### src/rtl/mac_seq_pkg.sv
// Shared types and constant helpers for the sequential multiply-accumulate unit.
package mac_seq_pkg;

    typedef enum logic [1:0] {
        IDLE = 2'd0,
        MULT = 2'd1,
        ACC  = 2'd2,
        OUT  = 2'd3
    } state_t;

    // Widest accumulator the saturation helpers can describe.
    localparam int SAT_MAX_W = 512;

    function automatic int acc_width(input int width, input int guard);
        return 2 * width + guard;
    endfunction

    function automatic logic [SAT_MAX_W-1:0] sat_smax(input int w);
        logic [SAT_MAX_W-1:0] v;
        v = '0;
        for (int i = 0; i < w - 1; i++) v[i] = 1'b1;
        return v;
    endfunction

    function automatic logic [SAT_MAX_W-1:0] sat_smin(input int w);
        logic [SAT_MAX_W-1:0] v;
        v = '0;
        v[w-1] = 1'b1;
        return v;
    endfunction

    function automatic logic [SAT_MAX_W-1:0] sat_umax(input int w);
        logic [SAT_MAX_W-1:0] v;
        v = '0;
        for (int i = 0; i < w; i++) v[i] = 1'b1;
        return v;
    endfunction

endpackage

### src/rtl/mac_seq_param_mult.sv
// Iterative radix-2 unsigned shift-add multiplier: one partial product per cycle,
// always WIDTH cycles after start, with done high during the final iteration.
module shift_add_mult_iter #(
    parameter int WIDTH = 32
) (
    input  logic               clk,
    input  logic               rst,
    input  logic               start,
    input  logic [WIDTH-1:0]   a,
    input  logic [WIDTH-1:0]   b,
    output logic [2*WIDTH-1:0] product,
    output logic               done
);

    localparam int CW = (WIDTH > 2) ? $clog2(WIDTH) : 1;
    localparam logic [CW-1:0] LAST_BIT = CW'(WIDTH - 1);

    logic [2*WIDTH-1:0] mcand;
    logic [WIDTH-1:0]   mplier;
    logic [CW-1:0]      count;
    logic               running;

    assign done = running && (count == LAST_BIT);

    always_ff @(posedge clk) begin
        if (rst) begin
            running <= 1'b0;
            count   <= '0;
        end else if (start) begin
            running <= 1'b1;
            count   <= '0;
        end else if (running) begin
            count <= count + 1'b1;
            if (done) running <= 1'b0;
        end
    end

    // No early exit on zero operands: the loop length is fixed by WIDTH.
    always_ff @(posedge clk) begin
        if (start) begin
            mcand   <= {{WIDTH{1'b0}}, a};
            mplier  <= b;
            product <= '0;
        end else if (running) begin
            if (mplier[0]) product <= product + mcand;
            mcand  <= mcand << 1;
            mplier <= mplier >> 1;
        end
    end

endmodule

### src/rtl/mac_seq_param.sv
// Sequential signed/unsigned multiply-accumulate with valid/ready framing.
// Define MAC_SEQ_SAT_EN to saturate the accumulator and report out_ovf.
import mac_seq_pkg::*;

module mac_seq_param #(
    parameter int WIDTH = 32,
    parameter int GUARD = 8,
    parameter int ACC_W = acc_width(WIDTH, GUARD)
) (
    input  logic             clk,
    input  logic             rst,
    input  logic             in_valid,
    output logic             in_ready,
    input  logic [WIDTH-1:0] in_a,
    input  logic [WIDTH-1:0] in_b,
    input  logic             in_signed,
    input  logic             in_clr,
    input  logic             in_last,
    output logic             out_valid,
    input  logic             out_ready,
    output logic [ACC_W-1:0] out_acc,
    output logic             out_ovf,
    output logic             busy
);

    localparam int PW  = 2 * WIDTH;
    localparam int EXT = ACC_W - PW;

    state_t           state;
    state_t           state_nxt;
    logic             accept;
    logic             sgn_q;
    logic             neg_q;
    logic             clr_q;
    logic             last_q;
    logic [WIDTH-1:0] mag_a;
    logic [WIDTH-1:0] mag_b;
    logic [PW-1:0]    prod_mag;
    logic [PW-1:0]    prod;
    logic             mult_done;
    logic [ACC_W-1:0] prod_ext;
    logic [ACC_W-1:0] base;
    logic [ACC_W-1:0] acc;
    logic [ACC_W-1:0] acc_nxt;

    assign accept    = (state == IDLE) && in_valid;
    assign in_ready  = (state == IDLE);
    assign out_valid = (state == OUT);
    assign busy      = (state != IDLE);
    assign out_acc   = acc;

    // Signed operands enter the unsigned core as magnitudes; the most negative
    // value negates to itself, which read unsigned is exactly its magnitude.
    assign mag_a = (in_signed && in_a[WIDTH-1]) ? -in_a : in_a;
    assign mag_b = (in_signed && in_b[WIDTH-1]) ? -in_b : in_b;

    shift_add_mult_iter #(
        .WIDTH (WIDTH)
    ) u_mult (
        .clk     (clk),
        .rst     (rst),
        .start   (accept),
        .a       (mag_a),
        .b       (mag_b),
        .product (prod_mag),
        .done    (mult_done)
    );

    always_ff @(posedge clk) begin
        if (accept) begin
            sgn_q  <= in_signed;
            neg_q  <= in_signed && (in_a[WIDTH-1] ^ in_b[WIDTH-1]);
            clr_q  <= in_clr;
            last_q <= in_last;
        end
    end

    assign prod     = neg_q ? -prod_mag : prod_mag;
    assign prod_ext = {{EXT{sgn_q & prod[PW-1]}}, prod};
    assign base     = clr_q ? '0 : acc;

`ifdef MAC_SEQ_SAT_EN
    localparam logic [ACC_W-1:0] SMAX = ACC_W'(sat_smax(ACC_W));
    localparam logic [ACC_W-1:0] SMIN = ACC_W'(sat_smin(ACC_W));
    localparam logic [ACC_W-1:0] UMAX = ACC_W'(sat_umax(ACC_W));

    logic ovf_hit;
    logic ovf_q;

    // Returns {clamped, sum}; signed pairs clamp two-sided, unsigned pairs only high.
    function automatic logic [ACC_W:0] sat_add(input logic [ACC_W-1:0] x,
                                               input logic [ACC_W-1:0] y,
                                               input logic             s);
        logic [ACC_W:0] raw;
        raw = {1'b0, x} + {1'b0, y};
        if (s) begin
            if ((x[ACC_W-1] == y[ACC_W-1]) && (raw[ACC_W-1] != x[ACC_W-1]))
                return {1'b1, (x[ACC_W-1] ? SMIN : SMAX)};
        end else if (raw[ACC_W]) begin
            return {1'b1, UMAX};
        end
        return {1'b0, raw[ACC_W-1:0]};
    endfunction

    always_comb begin
        {ovf_hit, acc_nxt} = sat_add(base, prod_ext, sgn_q);
    end

    always_ff @(posedge clk) begin
        if (rst)                           ovf_q <= 1'b0;
        else if (state == ACC && ovf_hit)  ovf_q <= 1'b1;
        else if (state == OUT && out_ready) ovf_q <= 1'b0;
    end

    assign out_ovf = ovf_q;
`else
    assign acc_nxt = base + prod_ext;
    assign out_ovf = 1'b0;
`endif

    always_comb begin
        state_nxt = state;
        case (state)
            IDLE:    if (in_valid)  state_nxt = MULT;
            MULT:    if (mult_done) state_nxt = ACC;
            ACC:     state_nxt = last_q ? OUT : IDLE;
            OUT:     if (out_ready) state_nxt = IDLE;
            default: state_nxt = IDLE;
        endcase
    end

    always_ff @(posedge clk) begin
        if (rst) begin
            state <= IDLE;
            acc   <= '0;
        end else begin
            state <= state_nxt;
            if (state == ACC)                    acc <= acc_nxt;
            else if (state == OUT && out_ready)  acc <= '0;
        end
    end

endmodule

### config.mk
export PLATFORM = sky130hd
export DESIGN_NAME = mac_seq_param
export DESIGN_NICKNAME = d
export VERILOG_FILES = /design/src/rtl/mac_seq_pkg.sv /design/src/rtl/mac_seq_param_mult.sv /design/src/rtl/mac_seq_param.sv
export SDC_FILE = /design/constraint.sdc
export NUM_CORES = 1
export LEC_CHECK = 0
export ABC_AREA = 1
export BUFFER_PORTS_ARGS = -buffer_cell sky130_fd_sc_hd__buf_2
export CAP_MARGIN = 40
export CORE_MARGIN = 3
export CORE_UTILIZATION = 50
export DETAILED_ROUTE_END_ITERATION = 16
export PLACE_DENSITY = 0.78
export SLEW_MARGIN = 5
export SYNTH_ARGS = -nofsm -noshare
export SYNTH_HDL_FRONTEND = slang
export SYNTH_SLANG_ARGS = --single-unit
### constraint.sdc
create_clock -name clk -period 8.65 [get_ports clk]
set_clock_uncertainty 0.15 [all_clocks]
set_input_delay 0.4325 -clock clk [delete_from_list [all_inputs] [get_ports clk]]
set_output_delay 0.4325 -clock clk [all_outputs]
set_load 0.005 [all_outputs]
==> results of run 1 <==
cells in the final DEF, fill, tap and decap left out, types with 7 or more instances in the layout:
cell / count
inv_1: 636
a31oi_1: 12
nand3b_1: 22
nor2_4: 10
nand2_2: 10
buf_2: 145
nor3_1: 38
nand3_1: 188
nand2_1: 931
a21oi_1: 322
buf_4: 15
xor2_1: 99
o21bai_1: 53
dfxtp_1: 176
o21ai_1: 13
clkbuf_8: 10
nor2_1: 588
ha_1: 139
clkbuf_16: 32
o31ai_1: 7
edfxtp_1: 68
nor4_1: 11
nand4_1: 36
nor2_2: 11
a21boi_0: 8
clkbuf_1: 8
o211ai_1: 13
o21ai_0: 300
xnor2_1: 40
or2_2: 15
o21a_1: 12
a21o_1: 13
logic make-up after synthesis:
| family | after synthesis | share of synthesized area (%) |
|---|---|---|
| buffers and inverters | 729 | 11.78 |
| AO/OA/AOI/OAI | 779 | 18.29 |
| XOR/XNOR | 139 | 5.206 |
| adder cells (fa/ha/maj) | 141 | 7.608 |
| flip-flops | 244 | 23.80 |
| AND/OR/NAND/NOR | 1877 | 33.30 |
| other | 1 | 0.01604 |
power groups by stage:
| stage | Clock, mW | Combinational (mW) | Sequential [mW] |
|---|---|---|---|
| after floorplan | 0 | 1.67 | 1.49 |
| after global placement | 0 | 2.26 | 1.56 |
| after detailed placement | 0 | 2.27 | 1.57 |
| after CTS | 1.35 | 2.29 | 1.54 |
| after global routing | 1.39 | 2.60 | 1.57 |
| final | 1.33 | 2.33 | 1.55 |
final timing paths:
| path | cells after the start | from | to | slack, ns |
|---|---|---|---|---|
| max reg2reg | 21 | u_mult.product[0] | out_acc[50] | 4.15 |
| min reg2reg | 2 | out_acc[61] | out_acc[61] | 0.33 |
| min | 3 | in_valid | state[0] | 0.03 |
| max | 21 | u_mult.product[0] | out_acc[50] | 4.15 |
worst min-delay path: stages:
cell	delay [ns]
buf_2	0.11
nor2_1	0.14
a311oi_1	0.06
metrics by stage:
stage               power (mW)  cells
global placement         3.819   4582
detailed placement       3.836   4584
floorplan                3.158   3910
CTS                      5.181   4642
global route             5.566   4642
finish                   5.219   4642
registers in the layout (all words and copies together) (netlist names):
name / count
u_mult.mcand: 64
u_mult.product: 64
u_mult.running: 1
state: 2
u_mult.count: 5
out_acc: 72
clr_q: 1
last_q: 1
neg_q: 1
sgn_q: 1
u_mult.mplier: 32
metal layers:
layer | up-vias | wire, µm | part of all wire (%)
met5 | - | 7 | 0.0086
met3 | 172 | 5907 | 7.3
met4 | 2 | 3282 | 4.0
li1 | 12750 | - | -
met1 | 11290 | 35580 | 44
met2 | 898 | 36350 | 45
cell type report:
type | count | share of cell area, %
well taps | 600 | 2.912
inverters | 641 | 9.347
clock buffers | 50 | 3.756
flip-flops and latches | 244 | 21.59
clock inverters | 5 | 0.3106
repair buffers | 165 | 3.582
multi-input cells | 2937 | 58.51
==> flow_summary.yaml, run 1 <==
clocking:
  postCtsHoldBufs: 3
  h-tree-depth: 1
  cts_inserted_buffers: 30
  cts.path.max_buffers: 3
  cts_tree: "done"
  ctsResizeCount: 0
  cts_sinks: 244
  clk_latency_ns: 0.61
  cts_setup_buffers: 0
  cts-root-buf: "clkbuf_16"
  path_clk_slew_ns: 0.06
synth:
  ys_ff_latch: 244
  synth_flop_cell: "dfxtp_1"
  synthTopCellsByArea: "dfxtp_1 15%, nand2_1 15%, inv_1 10%"
  synth_edf_count: 68
  yosys.area.top_type: "dfxtp_1"
  syn_avg_cell_area_um2: 5.981
  synth_warnings: 0
  synth_nets: 4122
  synthArstFlopShare_pct: 0
  yosys.area.top_type_share_pct: 15.07
  syn_inst: 3910
  ys_seq_area_share_pct: 23.80
  synth.distinct_cells: 54
  ys_top_cells_by_count: "932 x nand2_1, 637 x inv_1, 588 x nor2_1, 323 x a21oi_1, 300 x o21ai_0"
  synth_area_um2: 23380
  yosysMostFrequentCell: "nand2_1"
setup_path:
  crit_required_ns: 9.03
  path_buf_inv: 0
  critPathMaxFanout: 5
  timing.critical_path.mode_cell: "nand2_1"
  startpoint_type: "register"
  path_delay_family: "simple AND/OR/NAND/NOR gates"
  end_kind: "register"
  cpPeakStageDelay_ns: 0.35
  slowest_stage: "dfxtp_1"
  cp_cell_sequence: "nor2_1, nand2_1, nor2_2, nand2_1, nor2_2, nand3_2, nor2_4, nor2_1, a21oi_1, xor2_1, ha_1, a21oi_1, a21boi_0, o21ai_0, a21oi_1, nand3_1, nand2_1, nand2_1, nand2_1, nand3_1, a21oi_1"
  crit_arrival_ns: 4.88
  critPathKind: "register to register"
drt:
  firstDrtPassIters: 6
  drtIter0Drc: 2183
  vias: 25120
  finalWirelength_mm: 81.13
  antenna_left: 0
  vias_per_cell: 5.411
  wl_per_cell_um: 17.48
  drc: 0
die:
  die-area_um2: 49400
  die-width_um: 222.3
  top_level_ports: 147
  core_area_um2: 45770
  die_y_um: 222.3
  std_cell_rows: 78
  start_util_pct: 51.09
timing:
  worstMarginPinSlew_ns: 0.9623
  fin_crit_ns: 4.502
  hold_viol: 0
  rsz0062_at_grt: "no"
  worst_slack_ns: 4.148
  timing.hold.ws_ns: 0.03213
  slew_headroom_pct: 35.85
  drv_slew: 0
  setup_viol: 0
  finalCritPeriodShare_pct: 52.05
  setup-tns-final_ns: 0
  fmax_mhz: 222.1
layout:
  multi_input_area_um2: 15080
  nNetsFinal: 4231
  area_growth_pct: 10.25
  design_area_um2: 25780
  antenna_cells: 0
  nFillCells: 4708
  register_area_um2: 5565
  utilization_pct: 56.33
  drive_above_1_share_pct: 7.051
grt:
  grt_use_met1_pct: 42.56
  busiest_layer: "met2"
  grt_util_met2_pct: 52.38
  antenna_found_initial: 1
  grt_pass1_wl_mm: 126.4
  grt_usage_pct: 31.70
  grt_max_degree: 91
  met3_usage_pct: 4.043
  grt_pass1_vias: 23660
  grt-ovfl-total: 0
power_and_ir_drop:
  power.internal_mw: 2.888
  p_switching_mw: 2.331
  p_comb_share_pct: 44.7
  switching_share_pct: 44.66
  powerDensity_nw_per_um2: 202.4
  seqPwrFrac_pct: 29.8
  ir_drop_mv: 0.1865
  p_leak_nw: 12.32
  clkPwrFrac_pct: 25.5
placement:
  dpl-instance-area_um2: 24700
  place_congestion: 1.004
  numPortBuffers: 145
  hpwl_mm: 65.15
  place_ws_ns: 4.315
run:
  maxCapViolations: 0
min_path:
  hold_path_class: "input port to register"
status:
  status: "completed"
Note: power is estimated with default switching activity, not from simulation.
==> inputs of run 2 (changes only) <==
- clock period: 8.65 -> 4.4 ns (I/O delays scaled with it)
==> run 2 against run 1 <==
Wire length is 5.0% higher. Clock power grew 95%. Sequential share of layout area down 0.68 points. Via count grew 3.0%. Critical endpoint is now out_acc[67]. Setup slack worse by 3.9 ns. Highest routed layer is now met4. Total power is 99% higher. Final area increased by 3.2%. Global-route usage rose by 1.4 points. Combinational power up 100%.
==> flow_summary.yaml, run 2 (synthesis results as in run 1) <==
status:
  status: "completed"
drt:
  drc: 0
  drtIter0Drc: 2240
  antenna_left: 0
  firstDrtPassIters: 6
  vias_per_cell: 5.474
  vias: 25870
  finalWirelength_mm: 85.22
  wl_per_cell_um: 18.03
grt:
  grt_usage_pct: 33.06
  antenna_found_initial: 0
  grt_pass1_vias: 24320
  grt_max_degree: 154
  grt_pass1_wl_mm: 131.6
  grt-ovfl-total: 0
die:
  std_cell_rows: 78
  die-width_um: 222.3
  core_area_um2: 45770
  die_y_um: 222.3
  start_util_pct: 51.09
  die-area_um2: 49400
  top_level_ports: 147
layout:
  antenna_cells: 0
  nNetsFinal: 4314
  largest_register_ffs: 72
  nFillCells: 4622
  layout_common_cells: "931 x nand2_1, 636 x inv_1, 584 x nor2_1"
  register_area_um2: 5565
  utilization_pct: 58.15
  multi_input_area_um2: 15140
  final_cells: 4726
  final_common_cell: "nand2_1"
  drive_above_1_share_pct: 7.513
  area_growth_pct: 13.81
power_and_ir_drop:
  power.total_mw: 10.38
  p_leak_nw: 12.67
  ir_drop_mv: 0.3388
  powerDensity_nw_per_um2: 390.1
  switching_share_pct: 45.14
  clkPwrFrac_pct: 25.1
  power.internal_mw: 5.695
  seqPwrFrac_pct: 29.5
  p_comb_share_pct: 45.4
  p_switching_mw: 4.686
setup_path:
  r2r_cells: 23
  critPathKind: "register to register"
  crit_arrival_ns: 4.48
  r2r_end: "out_acc[67]"
  crit_required_ns: 4.78
  end_kind: "register"
  startpoint_type: "register"
  timing.rr.start: "u_mult.product[1]"
  reg2reg_slack_ns: 0.30
  critPathMaxFanout: 5
min_path:
  min_to: "u_mult.mplier[2]"
  hold_path_class: "input port to register"
  worstHoldStart: "in_b[2]"
  min_path_cells: 4
placement:
  place_inst: 4598
  place_congestion: 0.9962
  hpwl_mm: 67.21
  numPortBuffers: 145
timing:
  slew_headroom_pct: 35.70
  drv_slew: 0
  finalCritPeriodShare_pct: 93.26
  worstMarginPinSlew_ns: 0.9622
  rsz0062_at_grt: "yes"
  fin_crit_ns: 4.103
  setup-tns-final_ns: 0
  hold_viol: 0
  fmax_mhz: 243.7
  setup_viol: 0
clocking:
  cts_sinks: 244
  cts_tree: "done"
  cts-root-buf: "clkbuf_16"
  path_clk_slew_ns: 0.06
  cts.path.max_buffers: 3
  clk_latency_ns: 0.61
  h-tree-depth: 1
  cts_inserted_buffers: 30
run:
  maxCapViolations: 0
run 2: layout make-up:
| cell class | instances | share of cell area [%] |
|---|---|---|
| inverter | 641 | 9.050 |
| multi-input combinational | 2937 | 56.88 |
| sequential | 244 | 20.91 |
| timing repair buffer | 248 | 6.516 |
| tap | 600 | 2.821 |
| clock inverter | 15 | 0.6911 |
| clock buffer | 41 | 3.126 |
run 2: worst max-delay path, cell delays in order (launching register included):
cell and delay [ns]:
dfxtp_1 0.34, inv_1 0.12, ha_1 0.19, inv_1 0.09, nor2_4 0.13, nand2_2 0.09
nor2_4 0.13, nand3_2 0.09, nor2_2 0.17, nand3b_1 0.19, nor2_4 0.21, a21oi_1 0.10
xor2_1 0.16, ha_1 0.40, a21oi_1 0.26, o21ai_0 0.22, o21bai_1 0.29, a21oi_2 0.21
nor2_1 0.08, nor2_1 0.13, nand2_1 0.06, nand2_1 0.05, nand3_1 0.06, a21oi_1 0.12
run 2: how the worst max path moves through the flow:
| stage | startpoint | end | cells past startpoint |
|---|---|---|---|
| 6_report | u_mult.product[1] | out_acc[67] | 23 |
| 5_1_grt | u_mult.product[1] | out_acc[69] | 23 |
| 4_1_cts | u_mult.product[1] | out_acc[47] | 24 |
| 3_3_place_gp | u_mult.product[1] | out_acc[47] | 24 |
| 3_5_place_dp | u_mult.product[1] | out_acc[47] | 24 |
| 2_1_floorplan | u_mult.product[1] | out_acc[69] | 23 |
run 2: repair_timing:
action / CTS / global route
buffers inserted: 0 / 1
hold buffers: 71 / 0
resized for setup: 0 / 16
endpoints found under the setup margin: 0 / 15
hold endpoints to repair: 90 / 0
run 2: stage by stage:
step	setup WS [ns]	hold WS [ns]	cell area, µm²
finish	0.2965	0.03254	26610
global route	-0.01710	0.06553	26610
CTS	0.2311	0.00008576	26550
detailed placement	0.2374	0.2486	24820
global placement	0.2171	0.2479	24800
floorplan	1.042	0.1689	23380
run 2: layer usage:
| metal | global-route usage, % | share of wire, % | up-vias |
|---|---|---|---|
| met2 | 55.49 | 45 | 966 |
| met1 | 43.88 | 44 | 11790 |
| met5 | 0 | 0 | - |
| met3 | 3.144 | 6.6 | 175 |
| li1 | - | - | 12940 |
| met4 | 13.07 | 4.4 | 0 |
run 2: power by group through the flow:
stage / Sequential [mW] / Combinational [mW] / Clock (mW)
finish: 3.06 / 4.71 / 2.60
global route: 3.09 / 5.23 / 2.72
CTS: 3.04 / 4.59 / 2.63
detailed placement: 3.08 / 4.51 / 0
global placement: 3.08 / 4.48 / 0
floorplan: 2.93 / 3.28 / 0
